File: src/rtl/prog_loader.sv
// prog_loader: boot-time program loader.
// On start it pre-fills the whole memory with a two-byte fill pattern, then
// copies an incoming byte stream into memory from address 0, holds the CPU in
// reset for RESET_HOLD cycles after the final write, and finally releases it.
// Optional feature macro: PROG_LOADER_CHECKSUM_EN (running modulo-256 sum of
// accepted stream bytes; without it checksum is constant zero).
module prog_loader #(
  parameter int          ADDR_WIDTH = 8,
  parameter logic [7:0]  FILL_EVEN  = 8'h00,
  parameter logic [7:0]  FILL_ODD   = 8'h00,
  parameter int          RESET_HOLD = 4
) (
  input  logic                  clk,
  input  logic                  reset,
  input  logic                  start,
  input  logic                  in_valid,
  input  logic [7:0]            in_data,
  input  logic                  in_last,
  output logic                  in_ready,
  output logic                  mem_we,
  output logic [ADDR_WIDTH-1:0] mem_addr,
  output logic [7:0]            mem_wdata,
  output logic                  cpu_reset,
  output logic                  busy,
  output logic                  done,
  output logic                  overflow,
  output logic [ADDR_WIDTH:0]   bytes_loaded,
  output logic [7:0]            checksum
);

  localparam logic [ADDR_WIDTH-1:0] LAST_ADDR = {ADDR_WIDTH{1'b1}};
  localparam logic [ADDR_WIDTH-1:0] ADDR_ONE  = {{(ADDR_WIDTH-1){1'b0}}, 1'b1};
  localparam logic [ADDR_WIDTH:0]   CNT_ONE   = {{ADDR_WIDTH{1'b0}}, 1'b1};
  localparam logic [7:0]            HOLD_LAST = 8'(RESET_HOLD - 1);

  typedef enum logic [2:0] {
    ST_IDLE    = 3'd0,
    ST_FILL    = 3'd1,
    ST_LOAD    = 3'd2,
    ST_RELEASE = 3'd3,
    ST_DONE    = 3'd4
  } state_t;

  // Fill pattern byte for a given address (even/odd split).
  function automatic logic [7:0] fill_byte(input logic [ADDR_WIDTH-1:0] addr);
    return addr[0] ? FILL_ODD : FILL_EVEN;
  endfunction

  state_t                state_q, state_d;
  logic                  mem_we_q, mem_we_d;
  logic [ADDR_WIDTH-1:0] mem_addr_q, mem_addr_d;
  logic [7:0]            mem_wdata_q, mem_wdata_d;
  logic [ADDR_WIDTH:0]   bytes_q, bytes_d;
  logic                  ovf_q, ovf_d;
  logic [7:0]            hold_q, hold_d;
  logic                  in_ready_q, in_ready_d;
  logic                  cpu_reset_q, cpu_reset_d;
  logic                  busy_q, busy_d;
  logic                  done_q, done_d;
  logic                  handshake_s;
  logic [ADDR_WIDTH-1:0] next_addr_s;

  // Next-state, write-port and counter logic; status outputs follow next state
  // so that the registered flags line up exactly with the state they describe.
  always_comb begin
    state_d     = state_q;
    mem_we_d    = 1'b0;
    mem_addr_d  = mem_addr_q;
    mem_wdata_d = mem_wdata_q;
    bytes_d     = bytes_q;
    ovf_d       = ovf_q;
    hold_d      = hold_q;
    handshake_s = in_valid & in_ready_q;
    next_addr_s = mem_addr_q + ADDR_ONE;

    case (state_q)
      ST_IDLE, ST_DONE: begin
        if (start) begin
          // First fill write is issued together with the entry into FILL.
          state_d     = ST_FILL;
          mem_we_d    = 1'b1;
          mem_addr_d  = {ADDR_WIDTH{1'b0}};
          mem_wdata_d = FILL_EVEN;
          bytes_d     = {(ADDR_WIDTH+1){1'b0}};
          ovf_d       = 1'b0;
        end else begin
          state_d = state_q;
        end
      end
      ST_FILL: begin
        if (mem_addr_q == LAST_ADDR) begin
          state_d = ST_LOAD;
        end else begin
          mem_we_d    = 1'b1;
          mem_addr_d  = next_addr_s;
          mem_wdata_d = fill_byte(next_addr_s);
        end
      end
      ST_LOAD: begin
        if (handshake_s) begin
          if (!bytes_q[ADDR_WIDTH]) begin
            mem_we_d    = 1'b1;
            mem_addr_d  = bytes_q[ADDR_WIDTH-1:0];
            mem_wdata_d = in_data;
            bytes_d     = bytes_q + CNT_ONE;
          end else begin
            ovf_d = 1'b1;
          end
          if (in_last) begin
            state_d = ST_RELEASE;
            hold_d  = 8'd0;
          end else begin
            state_d = ST_LOAD;
          end
        end else begin
          state_d = ST_LOAD;
        end
      end
      ST_RELEASE: begin
        // RELEASE lasts RESET_HOLD cycles, the first carrying the trailing write.
        if (hold_q == HOLD_LAST) begin
          state_d = ST_DONE;
        end else begin
          hold_d = hold_q + 8'd1;
        end
      end
      default: begin
        state_d = ST_IDLE;
      end
    endcase

    in_ready_d  = (state_d == ST_LOAD);
    cpu_reset_d = (state_d != ST_DONE);
    busy_d      = (state_d == ST_FILL) || (state_d == ST_LOAD) || (state_d == ST_RELEASE);
    done_d      = (state_d == ST_DONE);
  end

  // State and output registers; reset also cancels any pending write.
  always_ff @(posedge clk) begin
    if (reset) begin
      state_q     <= ST_IDLE;
      mem_we_q    <= 1'b0;
      mem_addr_q  <= {ADDR_WIDTH{1'b0}};
      mem_wdata_q <= 8'h00;
      bytes_q     <= {(ADDR_WIDTH+1){1'b0}};
      ovf_q       <= 1'b0;
      hold_q      <= 8'd0;
      in_ready_q  <= 1'b0;
      cpu_reset_q <= 1'b1;
      busy_q      <= 1'b0;
      done_q      <= 1'b0;
    end else begin
      state_q     <= state_d;
      mem_we_q    <= mem_we_d;
      mem_addr_q  <= mem_addr_d;
      mem_wdata_q <= mem_wdata_d;
      bytes_q     <= bytes_d;
      ovf_q       <= ovf_d;
      hold_q      <= hold_d;
      in_ready_q  <= in_ready_d;
      cpu_reset_q <= cpu_reset_d;
      busy_q      <= busy_d;
      done_q      <= done_d;
    end
  end

`ifdef PROG_LOADER_CHECKSUM_EN
  logic [7:0] checksum_q, checksum_d;

  // Running sum of every accepted byte, including ones discarded on overflow.
  always_comb begin
    if (((state_q == ST_IDLE) || (state_q == ST_DONE)) && start) begin
      checksum_d = 8'h00;
    end else if (handshake_s) begin
      checksum_d = checksum_q + in_data;
    end else begin
      checksum_d = checksum_q;
    end
  end

  // Checksum register.
  always_ff @(posedge clk) begin
    if (reset) begin
      checksum_q <= 8'h00;
    end else begin
      checksum_q <= checksum_d;
    end
  end

  assign checksum = checksum_q;
`else
  assign checksum = 8'h00;
`endif

  assign in_ready     = in_ready_q;
  assign mem_we       = mem_we_q;
  assign mem_addr     = mem_addr_q;
  assign mem_wdata    = mem_wdata_q;
  assign cpu_reset    = cpu_reset_q;
  assign busy         = busy_q;
  assign done         = done_q;
  assign overflow     = ovf_q;
  assign bytes_loaded = bytes_q;

endmodule
File: config.mk
export PLATFORM = sky130hd
export DESIGN_NAME = prog_loader
export DESIGN_NICKNAME = d
export VERILOG_FILES = /design/src/rtl/prog_loader.sv
export SDC_FILE = /design/constraint.sdc
export NUM_CORES = 1
export LEC_CHECK = 0
export CAP_MARGIN = 20
export CORE_MARGIN = 2
export CORE_UTILIZATION = 49
export CTS_CLUSTER_DIAMETER = 100
export DETAILED_ROUTE_END_ITERATION = 8
export GPL_ROUTABILITY_DRIVEN = 0
export PLACE_DENSITY = 0.8
export RECOVER_POWER = 50
export SYNTH_ARGS = -nofsm -noshare
export SYNTH_HDL_FRONTEND = slang
export SYNTH_SLANG_ARGS = --single-unit
File: constraint.sdc
create_clock -name clk -period 2.55 [get_ports clk]
set_input_delay 0.51 -clock clk [delete_from_list [all_inputs] [get_ports clk]]
set_output_delay 0.51 -clock clk [all_outputs]
set_load 0.02 [all_outputs]
== Word level (Yosys, flattened, before mapping) ==
Index checks and enable logic that the tools add are counted.
Storage, ports and cells
  bits in registers: 42
  latch bits: 0
  memory bits (writable): 0
  memory bits (read-only): 0
  bits of input ports: 13
  output and inout port bits: 39
  logic and storage cells: 78
  memories: 0
Operators by class
  add/subtract/negate cells: 3
  multiply operators: 0
  divide/modulo/power cells: 0
  $lt $le $gt $ge: 0
  equality and inequality tests: 18
  shift-type cells: 0
  mux-type cells: 32
  bitwise operators: 1
  reduce and logical (&&, ||, !) cells: 12
Operators by type and width (count)
  2-to-1 mux 8 bit: 10
  one-hot mux 8 bit (3 select lines): 2
  2-to-1 mux 9 bit: 3
  one-hot mux 9 bit (2 select lines): 1
  adder 8 x 1 -> 8 bit (second input constant): 2
  one-hot mux 8 bit (2 select lines): 1
  inequality test 2 bit (second input constant): 7
  equality test 3 x 2 -> 1 bit (second input constant): 4
  2-to-1 mux 3 bit: 4
  one-hot mux 3 bit (4 select lines): 1
  AND reduction 4 bit: 3
  adder 9 x 1 -> 9 bit (second input constant): 1
  equality test 8 x 2 -> 1 bit (second input constant): 1
  equality test 8 bit (second input constant): 1
  2-to-1 mux 1 bit: 8
  equality test 3 x 1 -> 1 bit (second input constant): 2
  equality test 3 bit (second input constant): 2
  AND reduction 5 bit: 1
  nonzero test 2 bit: 2
  zero test 3 bit: 1
  inequality test 3 bit (second input constant): 1
  one-hot mux 1 bit (3 select lines): 1
  AND reduction 3 bit: 1
  nonzero test 3 bit: 1
  4 further kinds: 5

== Longest topological paths before layout ==
Gate-level depths: netlist of run 1.
  depth after elaboration: 6
  gate-level depth with buffers: 8
  depth with buffers taken out: 6

== Worst setup path after synthesis of run 1 ==
OpenSTA, ideal clock, no wires.
  path kind: register to register
  start: register hold_q[0]
  end: register hold_q[4]
  library setup time: 0.121 ns
  arrival: 1.697 ns
  required time: 2.429 ns
  slack: 0.732 ns
  cell stages (with the launch flop): 7
  buffers on the path: 0
  period minus slack after synthesis: 1.818 ns
  path through: dfxtp_1 -> ha_1 -> or4b_1 -> o211a_1 -> o2111ai_1 -> xor2_1 -> nor2_1
Between the ends
  longest elaborated chain between the ends: 3
  elaborated cells on any way between the ends: 6
  classes of those cells: add/sub: 1; eq/ne: 2; mux: 2; reduce/logical: 1
Ends and longest elaborated chain
  from (decl): line 55  | logic [7:0] hold_q, hold_d;
  from (signal assigned): line 159  | hold_q <= hold_d;
  adder 8 x 1 -> 8 bit / equality test 8 x 2 -> 1 bit (equally long branches): line 124, 121
  2-to-1 mux 8 bit / inequality test 2 bit (equally long branches)
  one-hot mux 8 bit (2 select lines) / AND reduction 4 bit (equally long branches)
Several ways; a longest one is shown, not always the timed one. The select of a mux whose other input is x is not followed.
A chain may end at the register's enable or synchronous reset.

== Worst setup path in the final report of run 1 ==
  start: input port in_valid
  end: register mem_addr_q[4] (netlist: mem_addr[4])
Between the ends
  longest elaborated chain between the ends: 3
Ends and longest elaborated chain
  from (decl): line 16  | input logic in_valid,
  bitwise AND 1 bit: line 73  | handshake_s = in_valid & in_ready_q;
  inequality test 2 bit (no source line)
  AND reduction 5 bit (no source line)
  to (signal assigned): line 143  | mem_addr_q <= {ADDR_WIDTH{1'b0}};
  to (signal assigned): line 155  | mem_addr_q <= mem_addr_d;
  to (decl): line 51  | logic [ADDR_WIDTH-1:0] mem_addr_q, mem_addr_d;
Every way passes these cells.

==> qor.csv, run 1 <==
stage,metric,value,unit
logic_synthesis,yosysTopAreaCell,dfxtp_1,
clock_tree,htreeDepth,2,
power_and_ir_drop,ir_drop,0.332,mV
logic_synthesis,synth_warnings,0,
clock_tree,cts-root-buf,clkbuf_8,
setup_path,cp-endpoint,mem_addr[4],
grt,use_met1,27.5,%
detailed_routing,firstDrtPassIters,4,
floorplan,die_h,69.2,um
logic_synthesis,ys.flop_type,dfxtp_1,
run,drv_cap,0,
placed_design,hpwl,3380,um
setup_path,critical_path_buf_inv_count,1,
clock_tree,cts_setup_buffers,0,
floorplan,die_w,69.2,um
floorplan,coreArea,4060,um^2
setup_path,endpoint_kind,register,
run_status,status,"complete, no violations",
setup_path,r2r_start,hold_q[0],
sta,period_minus_slack,2.24,ns
sta,skew,0.00582,ns
floorplan,rows,23,
final_layout,final_nets,310,
setup_path,critPathRequiredTime,2.79,ns
logic_synthesis,syn_avg_cell_area,8.27,um^2
setup_path,crit_family,simple AND/OR/NAND/NOR gates,
sta,hold_violations,0,
clock_tree,numCtsBuffers,5,
clock_tree,insertion_delay,0.30,ns
placed_design,dpl_cell_area,2510,um^2
grt,grt_pass1_wl,7940,um
final_layout,nFillCells,349,
setup_path,crit_arrival,2.48,ns
logic_synthesis,synth_top_area_share,40.4,%
setup_path,crit_type,primary input to register,
setup_path,slowest_delay,0.54,ns
clock_tree,postCtsHoldBufs,0,
logic_synthesis,netlist_area,2080,um^2
detailed_routing,vias,1934,
logic_synthesis,ys_async_sr_fraction,0,%
sta,setup_viol_count_final,0,
logic_synthesis,yosys_register_bits,42,
detailed_routing,drt-wirelength-per-cell,13.8,um
clock_tree,cts_max_path_buffers,2,
clock_tree,cts_repair_resize_count,0,
logic_synthesis,yosysUniqueCellTypes,48,
hold_path,min_path_type,register to register,
grt,overflow,0,
sta,slew_violations,0,
grt,grt_max_degree,19,
logic_synthesis,syn_inst,252,
setup_path,slowest_stage,dlygate4sd3_1,
placed_design,port_buffers,43,
power_and_ir_drop,power,1370,uW
final_layout,antenna-diode-count,0,
floorplan,ios,52,
sta,fmax,0.446,GHz
power_and_ir_drop,p_leak,0.000992,uW
grt,grt.met2_usage,30.6,%
sta,rsz0062_at_grt,no,
sta,fin_ws,0.310,ns
logic_synthesis,synthTopCellsByArea,"dfxtp_1, a21oi_1, nor2_1, nand2_1, nand3_1",
sta,slew_headroom,65.5,%
final_layout,drive_above_1_share,7.12,%
hold_path,worstHoldPathCells,2,
logic_synthesis,synth_most_common_cell,dfxtp_1,
detailed_routing,drcViolationCount,0,
setup_path,rr_worst_depth,6,
clock_tree,cts_tree,done,
setup_path,critPathMaxFanout,18,
final_layout,area_growth,26.1,%
sta,min_period_over_period,87.9,%
setup_path,path_depth,6,
logic_synthesis,ys_top_cells_by_count,"dfxtp_1, a21oi_1, nor2_1, nand2_1, nand3_1",
grt,grt_pass1_vias,1718,
clock_tree,cts.sinks,42,
floorplan,start_util,51.3,%
logic_synthesis,synth_edf_count,0,
clock_tree,path_clk_slew,0.08,ns
detailed_routing,drt_iter0_drc,163,
floorplan,die-area,4790,um^2
setup_path,r2r_slack,0.51,ns
logic_synthesis,ys_seq_area_share,40.4,%
detailed_routing,drt-total-wl,4760,um
setup_path,reg2reg_to,in_ready,
setup_path,cp_cell_sequence,"dlygate4sd3_1, and2_0, and3_1, o21ai_4, or3_1, a21oi_1",
placed_design,place_ws,0.171,ns
grt,gr-usage-met3,3.78,%
setup_path,cp-startpoint,in_valid,
grt,antenna_found_initial,0,
grt,track_usage,20.0,%
detailed_routing,antenna_left,0,
grt,top_usage_layer,met2,
detailed_routing,via_per_inst,5.61,
power_and_ir_drop,p_per_area,521,nW/um^2
sta,worst_slew_pin_slew,0.505,ns
final_layout,finalInstanceArea,2630,um^2
sta,setup_tns,0,ns
setup_path,crit_path_start_kind,primary input,
cell type report:
type	count	area, um^2	share of cell area (%)
multi-input cells	194	1130	43.0
flip-flops and latches	42	841	32.0
repair buffers	48	468	17.8
clock buffers	5	68.8	2.62
well taps	50	62.6	2.38
clock inverters	3	45.0	1.71
inverters	3	11.3	0.429
kinds of logic (layout without fill, tap and decap cells):
family | count (synthesis) | count (layout) | synth area share (%)
mux | 1 | 1 | 0.480
compound gates | 64 | 64 | 19.7
flops | 42 | 42 | 40.4
buf+inv | 23 | 59 | 6.61
other cells | 1 | 8 | 0.180
xor+xnor | 10 | 10 | 4.20
simple gates | 108 | 108 | 26.7
fa+ha+maj | 3 | 3 | 1.80
stage by stage:
step                      utilization, %  hold slack [ns]  std cells
after floorplan                        -            0.449        259
after global placement              61.9            0.447        337
after detailed placement            61.9            0.448        337
final                               64.8            0.454        345
after global routing                64.8            0.482        345
after CTS                           64.8            0.460        345
worst min-delay path by stage:
stage,startpoint,to
floorplan,hold_q[1],hold_q[1]
global placement,mem_wdata[5],mem_wdata[5]
detailed placement,mem_wdata[4],mem_wdata[4]
CTS,mem_wdata[4],mem_wdata[4]
global route,mem_wdata[5],mem_wdata[5]
finish,mem_wdata[4],mem_wdata[4]
per-layer routing:
metal	share of wire, %	wire length, um
met1	45	2150
met2	46	2200
met3	6.9	328
met4	1.6	78
met5	0	0
report_power, final:
| part | switching [uW] | leakage, uW | total [uW] | internal, uW |
|---|---|---|---|---|
| clock network | 240 | 0.0000504 | 531 | 291 |
| registers | 14.8 | 0.000340 | 683 | 668 |
| logic | 91.7 | 0.000602 | 156 | 63.9 |
tightest hold or removal path, stage by stage (launching register included):
cell and delay, ns:
dfxtp_1 0.32, nand2_1 0.05, a21oi_1 0.05
registers in the layout (all words and copies together) (netlist names):
register / cells
bytes_loaded: 9
hold_q: 8
mem_addr: 8
mem_wdata: 8
state_q: 3
busy: 1
cpu_reset: 1
done: 1
in_ready: 1
mem_we: 1
overflow: 1
cell usage in the layout (no fill, tap or decap), drive strengths merged, types with 2 or more instances in the layout:
master | netlist | routed
a211oi | 2 | 2
a21oi | 28 | 28
a221oi | 4 | 4
a22oi | 3 | 3
a31oi | 5 | 5
and2 | 2 | 2
and3 | 5 | 5
buf | 13 | 5
clkbuf | 7 | 5
clkdlybuf4s50 | 0 | 20
clkinvlp | 0 | 2
conb | 1 | 8
dfxtp | 42 | 42
dlygate4sd3 | 0 | 23
ha | 3 | 3
inv | 3 | 3
nand2 | 23 | 23
nand2b | 3 | 3
nand3 | 16 | 16
nand3b | 3 | 3
nand4 | 3 | 3
nor2 | 25 | 25
nor2b | 4 | 4
nor3 | 8 | 8
o2111ai | 2 | 2
o21a | 2 | 2
o21ai | 12 | 12
or3 | 9 | 9
xnor2 | 5 | 5
xor2 | 5 | 5
No activity file was read; power rests on OpenSTA's default activity.
==> run 2, diff against run 1 <==
CAP_MARGIN = not set   (was 20)
==> results of run 2 <==
Same layout as run 1: the final DEF is identical, and so are final timing and power.
